**src/rtl/fetch_stage.sv**
```systemverilog
// rtl/fetch_stage.sv - instruction fetch stage and IF/ID register; FETCH_PERF_CNT_EN adds fetch/bubble counters
module fetch_stage #(
    parameter logic [15:0] RESET_PC   = 16'h0000,
    parameter logic [15:0] NOP_INSTR  = 16'hE000,
    parameter logic [3:0]  HLT_OPCODE = 4'hF
) (
    input  logic        clk,
    input  logic        rst,
    input  logic        enable,
    input  logic        stall,
    input  logic        flush,
    input  logic [15:0] branch_pc,
    output logic        imem_rd_en,
    output logic [15:0] imem_addr,
    input  logic [15:0] imem_data,
    input  logic        imem_ready,
    output logic [15:0] curr_pc_fd,
    output logic [15:0] curr_instr_fd,
    output logic        fd_valid,
    output logic        halted
`ifdef FETCH_PERF_CNT_EN
    ,
    output logic [15:0] fetch_count,
    output logic [15:0] bubble_count
`endif
);

    typedef enum logic [1:0] {
        FETCH = 2'd0,
        WAIT  = 2'd1,
        BUF   = 2'd2,
        HALT  = 2'd3
    } state_t;

    state_t      state;
    logic [15:0] pc;
    logic [15:0] buf_instr;
    logic [15:0] load_instr;
    logic [15:0] redirect_pc;
    logic        drop;
    logic        do_load;
    logic        load_hlt;

    // Instructions are halfword aligned, so the low bit of a redirect is forced to zero.
    assign imem_addr   = pc;
    assign redirect_pc = branch_pc & 16'hFFFE;
    assign load_instr  = (state == BUF) ? buf_instr : imem_data;
    assign load_hlt    = (load_instr[15:12] == HLT_OPCODE);

    // Request: one per FETCH cycle; held in WAIT because memory keeps its response until taken.
    always_comb begin
        imem_rd_en = 1'b0;
        case (state)
            FETCH:   imem_rd_en = enable & ~stall & ~flush;
            WAIT:    imem_rd_en = 1'b1;
            default: imem_rd_en = 1'b0;
        endcase
    end

    // An instruction moves into IF/ID on this edge.
    always_comb begin
        do_load = 1'b0;
        if (enable && !flush && !stall) begin
            case (state)
                FETCH:   do_load = imem_ready;
                WAIT:    do_load = imem_ready & ~drop;
                BUF:     do_load = 1'b1;
                default: do_load = 1'b0;
            endcase
        end
    end

    // Fetch FSM, PC and IF/ID register; flush outranks stall in every state.
    always_ff @(posedge clk or negedge rst) begin
        if (!rst) begin
            state         <= FETCH;
            pc            <= RESET_PC;
            curr_pc_fd    <= 16'h0000;
            curr_instr_fd <= NOP_INSTR;
            fd_valid      <= 1'b0;
            halted        <= 1'b0;
            drop          <= 1'b0;
            buf_instr     <= NOP_INSTR;
        end else if (enable) begin
            if (flush) begin
                curr_instr_fd <= NOP_INSTR;
                fd_valid      <= 1'b0;
                pc            <= redirect_pc;
                buf_instr     <= NOP_INSTR;
                halted        <= 1'b0;
                // A request is still outstanding in WAIT: its response must be swallowed.
                if (state == WAIT) begin
                    drop <= 1'b1;
                end else begin
                    state <= FETCH;
                end
            end else if (do_load) begin
                curr_pc_fd    <= pc;
                curr_instr_fd <= load_instr;
                fd_valid      <= 1'b1;
                if (load_hlt) begin
                    state  <= HALT;
                    halted <= 1'b1;
                end else begin
                    pc    <= pc + 16'd2;
                    state <= FETCH;
                end
            end else begin
                case (state)
                    FETCH: begin
                        if (!stall) begin
                            state         <= WAIT;
                            curr_instr_fd <= NOP_INSTR;
                            fd_valid      <= 1'b0;
                        end
                    end
                    WAIT: begin
                        if (imem_ready) begin
                            if (drop) begin
                                drop  <= 1'b0;
                                state <= FETCH;
                            end else begin
                                buf_instr <= imem_data;
                                state     <= BUF;
                            end
                        end
                    end
                    HALT: begin
                        if (!stall) begin
                            curr_instr_fd <= NOP_INSTR;
                            fd_valid      <= 1'b0;
                        end
                    end
                    default: begin
                    end
                endcase
            end
        end
    end

`ifdef FETCH_PERF_CNT_EN
    // Saturating counts of instructions delivered and of live bubble cycles.
    always_ff @(posedge clk or negedge rst) begin
        if (!rst) begin
            fetch_count  <= 16'h0000;
            bubble_count <= 16'h0000;
        end else begin
            if (do_load && fetch_count != 16'hFFFF) begin
                fetch_count <= fetch_count + 16'd1;
            end
            if (enable && !fd_valid && !halted && bubble_count != 16'hFFFF) begin
                bubble_count <= bubble_count + 16'd1;
            end
        end
    end
`endif

endmodule

```
**config.mk**
```make
export PLATFORM = sky130hd
export DESIGN_NAME = fetch_stage
export DESIGN_NICKNAME = d
export VERILOG_FILES = /design/src/rtl/fetch_stage.sv
export SDC_FILE = /design/constraint.sdc
export NUM_CORES = 1
export LEC_CHECK = 0
export ABC_CLOCK_PERIOD_IN_PS = 2100
export BUFFER_PORTS_ARGS = -buffer_cell sky130_fd_sc_hd__buf_4
export CORE_UTILIZATION = 35
export CTS_CLUSTER_SIZE = 24
export DETAILED_ROUTE_END_ITERATION = 8
export HOLD_SLACK_MARGIN = 0.12
export SKIP_CTS_REPAIR_TIMING = 1
export SKIP_LAST_GASP = 1
export SLEW_MARGIN = 5
export SYNTH_ARGS = -nofsm -noshare
export SYNTH_HDL_FRONTEND = slang
export SYNTH_SLANG_ARGS = --single-unit
```
**constraint.sdc**
```tcl
create_clock -name clk -period 2.1 [get_ports clk]
set_input_delay 0.21 -clock clk [delete_from_list [all_inputs] [get_ports clk]]
set_output_delay 0.21 -clock clk [all_outputs]
set_load 0.005 [all_outputs]
```
==> summary.md <==
| Metric | Value |
|---|---|
| Critical Path Fanout Max | `6` |
| Post-synthesis instance area | `about 0.0033 mm2` |
| Avg Inst Size Synth | `9.11 um2` |
| Max Cap Viol | `0` |
| Core ar. | `~0.009 mm2` |
| Clk sink count | `67` |
| Most used DFF post-synth | `dfrtp_1` |
| Crit Path Class | `register to register` |
| Headroom to the max-slew limit | `0.656` |
| Power Density | `between 1000 and 1500 mW/mm2` |
| Final wirelength | `8.62 mm` |
| Netlist cell types | `45` |
| FILL cells | `about 840` |
| Max Freq | `482 MHz` |
| DP HPWL | `around 6.0 mm` |
| Starting density of the core | `0.368` |
| Ys async rst share | `1.00` |
| RSZ-0062 raised after global routing | `yes` |
| Outcome | `finished, violations left` |
| Fin crit period | `2080 ps` |
| Die extent in x | `about 98 um` |
| Die H | `just under 100 um` |
| Part of the cycle the worst path needs | `0.988` |
| Largest net degree at the start of global routing | `37` |
| Pre-antenna DRT Iters | `9` |
| Final Setup Violations | `0` |
| CTS tree | `done` |
| Number of global-route vias before repair | `2733` |
| Slew Viols, Final | `0` |
| Placer Congestion | `just over 0.8` |
| H-tree depth | `3` |
| Root Buffer | `clkbuf_8` |
| Row Count | `34` |
| Vias | `2894` |
| Leakage Power | `2.12 nW` |
| Via/cell ratio | `5.01` |
| DRT antenna net count | `0` |
| Clk slew on worst S/H paths | `roughly 80 ps` |
| Worst setup SP type | `register` |
| Design area | `0.00456 mm2` |
| Die Area | `0.00968 mm2` |
| Layout cells sized above 1 | `0.340` |
| Drt drc | `8` |
| Post-synth EDFFs | `0` |
| Worst-Margin Slew | `511 ps` |
| Proportion of synthesized area in mux cells | `0.0523` |
| Failing checks | `design-rule violations` |
| Starting DRC count in detailed routing | `between 100 and 150` |
| Tot GR Track Use | `0.185` |
| CTS buffer count | `9` |
| Yosys reg bits | `67` |
| Routed len/inst | `~15 um` |
| Max stage delay on crit path | `450 ps` |
| Slowest-stage cell, CP | `dfrtp_2` |
| Fin Clk Skew | `between 10 and 15 ps` |
| Final nets | `508` |
| Hold Path Class | `primary input to register` |
| Synth Area in Adders | `0.0192` |
| Crit-path leading delay family | `simple AND/OR/NAND/NOR gates` |
| Setup_tns | `0 ps` |
| Final Hold Vio Count | `0` |
| Yosys warning count | `0` |
| GRT overflow | `0` |
| Buffer and inverter count on the worst path | `1` |
| CP cell instances | `ha_4 > nor4b_4 > o311a_4 > buf_6 > nand4_4 > nor3_2 > xnor2_1 > a21oi_1` |
| Clk_lat worst skew | `about 350 ps` |
| Area share of xor/xnor cells in the synthesized design | `0.0188` |
| DP Area | `0.00415 mm2` |
| Io pins | `89` |
| PortBufs | `85` |
| VDD IR max | `between 0.0005 and 0.0006 V` |
| N_diodes | `0` |
| Antenna violations before repair | `0` |
| Global-route wire length before repair | `between 10 and 15 mm` |
| Internal reg-to-reg setup slack | `between 20 and 25 ps` |
| Crit path DAT | `2300 ps` |
| Synth Area in Compound Gates | `0.132` |
| Critical Path RT | `2330 ps` |
| Seq/Total Area, Yosys | `0.518` |
| Max clock buf depth | `2` |
| Critical path endpoint category | `register` |
| Largest family of logic cells by synthesized area | `simple AND/OR/NAND/NOR gates` |
| Synth Instances | `357` |
| Syn-to-layout area delta | `40.2%` |
| Simple-Gate Fraction of Synth Area | `0.215` |
synth_stat cells (2+ instances only):
library cell / n / share of area
nand2_1: 104 / 0.12
dfrtp_1: 61 / 0.47
o21ai_0: 31 / 0.048
nor2_1: 19 / 0.022
a21oi_1: 17 / 0.026
mux2i_1: 17 / 0.052
clkbuf_1: 13 / 0.015
o22ai_1: 10 / 0.019
nand3_1: 9 / 0.014
inv_1: 7 / 0.0081
dfstp_2: 6 / 0.048
xnor2_1: 6 / 0.016
ha_1: 5 / 0.019
nand4_1: 5 / 0.0096
nor3_1: 5 / 0.0077
a22oi_1: 3 / 0.0069
a31oi_1: 2 / 0.0038
and2_1: 2 / 0.0038
and3_1: 2 / 0.0038
buf_2: 2 / 0.0031
buf_4: 2 / 0.0046
buf_6: 2 / 0.0069
clkbuf_2: 2 / 0.0031
nor2b_1: 2 / 0.0038
nor3_2: 2 / 0.0062
o31ai_1: 2 / 0.0046
flip-flops by register name (all words and copies together), names as in the netlist:
name,count
imem_addr,15
drop,1
curr_pc_fd,15
buf_instr,16
state,2
curr_instr_fd,16
halted,1
fd_valid,1
stage by stage:
step	instances	hold slack (ps)	setup WS (ps)	util	total power [mW]
2_1_floorplan	358	-85.6	75.2	-	2.55
4_1_cts	571	-193	-204	0.493	4.50
3_5_place_dp	555	184	-165	0.469	3.32
6_report	578	127	24.6	0.515	4.56
3_3_place_gp	555	191	-59.8	0.469	3.28
5_1_grt	578	128	-91.2	0.515	4.84
cells by family (layout without fill, tap and decap cells):
| logic type | after synthesis | count (layout) |
|---|---|---|
| and+or+nand+nor | 157 | 157 |
| AOI/OAI and AO/OA | 73 | 73 |
| DFF | 67 | 67 |
| other | 1 | 2 |
| buffers and inverters | 30 | 142 |
| adders and majority gates | 5 | 5 |
| xor gates and xnor gates | 7 | 7 |
| muxes | 17 | 17 |
area by class of cell:
type                    count  area (um2)  share of cell area
well taps                 108         135              0.0296
multi-input cells         261        1550               0.340
clock inverters             5        77.6              0.0170
repair buffers            118         947               0.208
flip-flops and latches     67        1690               0.370
clock buffers              11         131              0.0288
inverters                   8        30.0             0.00658
routing by layer:
layer / GRT usage / part of all wire / vias up
li1: - / - / 1426
met1: 0.259 / 0.48 / 1369
met2: 0.273 / 0.45 / 86
met3: 0.0489 / 0.052 / 13
met4: 0.0700 / 0.016 / 0
met5: 0 / 0 / -
worst reg2reg max path, cell delays in order (launching register included):
cell and delay, ps:
dfrtp_2 450, ha_4 180, nor4b_4 320, o311a_4 300
buf_6 110, nand4_4 190, nor3_2 200, xnor2_1 140
a21oi_1 80
where the power goes:
part	internal, mW	switching [mW]	leakage (nW)	total [mW]
clock network	0.666	0.503	0.103	1.17
logic	0.794	0.693	1.18	1.49
registers	1.64	0.263	0.839	1.91
path summary, 6_finish.rpt:
check	startpoint	end	cells after the start
max in group asynchronous	rst	buf_instr[14]$_DFFE_PN1P_	3
worst min register to register	curr_pc_fd[2]$_DFFE_PN0P_	curr_pc_fd[2]$_DFFE_PN0P_	2
worst max-delay path	state[1]$_DFFE_PN0P_	imem_addr[8]$_DFFE_PN0P_	8
min in group asynchronous	rst	curr_instr_fd[6]$_DFFE_PN0P_	2
worst min-delay path	imem_data[15]	buf_instr[15]$_DFFE_PN1P_	3
worst max register to register	state[1]$_DFFE_PN0P_	imem_addr[8]$_DFFE_PN0P_	8
cells in the final DEF (no fill, tap or decap), types with 3 or more instances in the layout:
master	Yosys	routed
mux2i_1	17	17
nand4_1	5	5
a22oi_1	3	3
o21ai_0	31	31
nand2_1	104	104
xnor2_1	6	6
a21oi_1	17	16
buf_4	2	109
nand3_1	9	8
buf_6	2	3
inv_1	7	6
nor3_1	5	5
clkbuf_8	0	9
nor2_1	19	15
buf_12	0	3
nor2_4	0	3
o22ai_1	10	9
dfrtp_1	61	59
dfstp_2	6	6
Power figures use the tool's default switching activity.
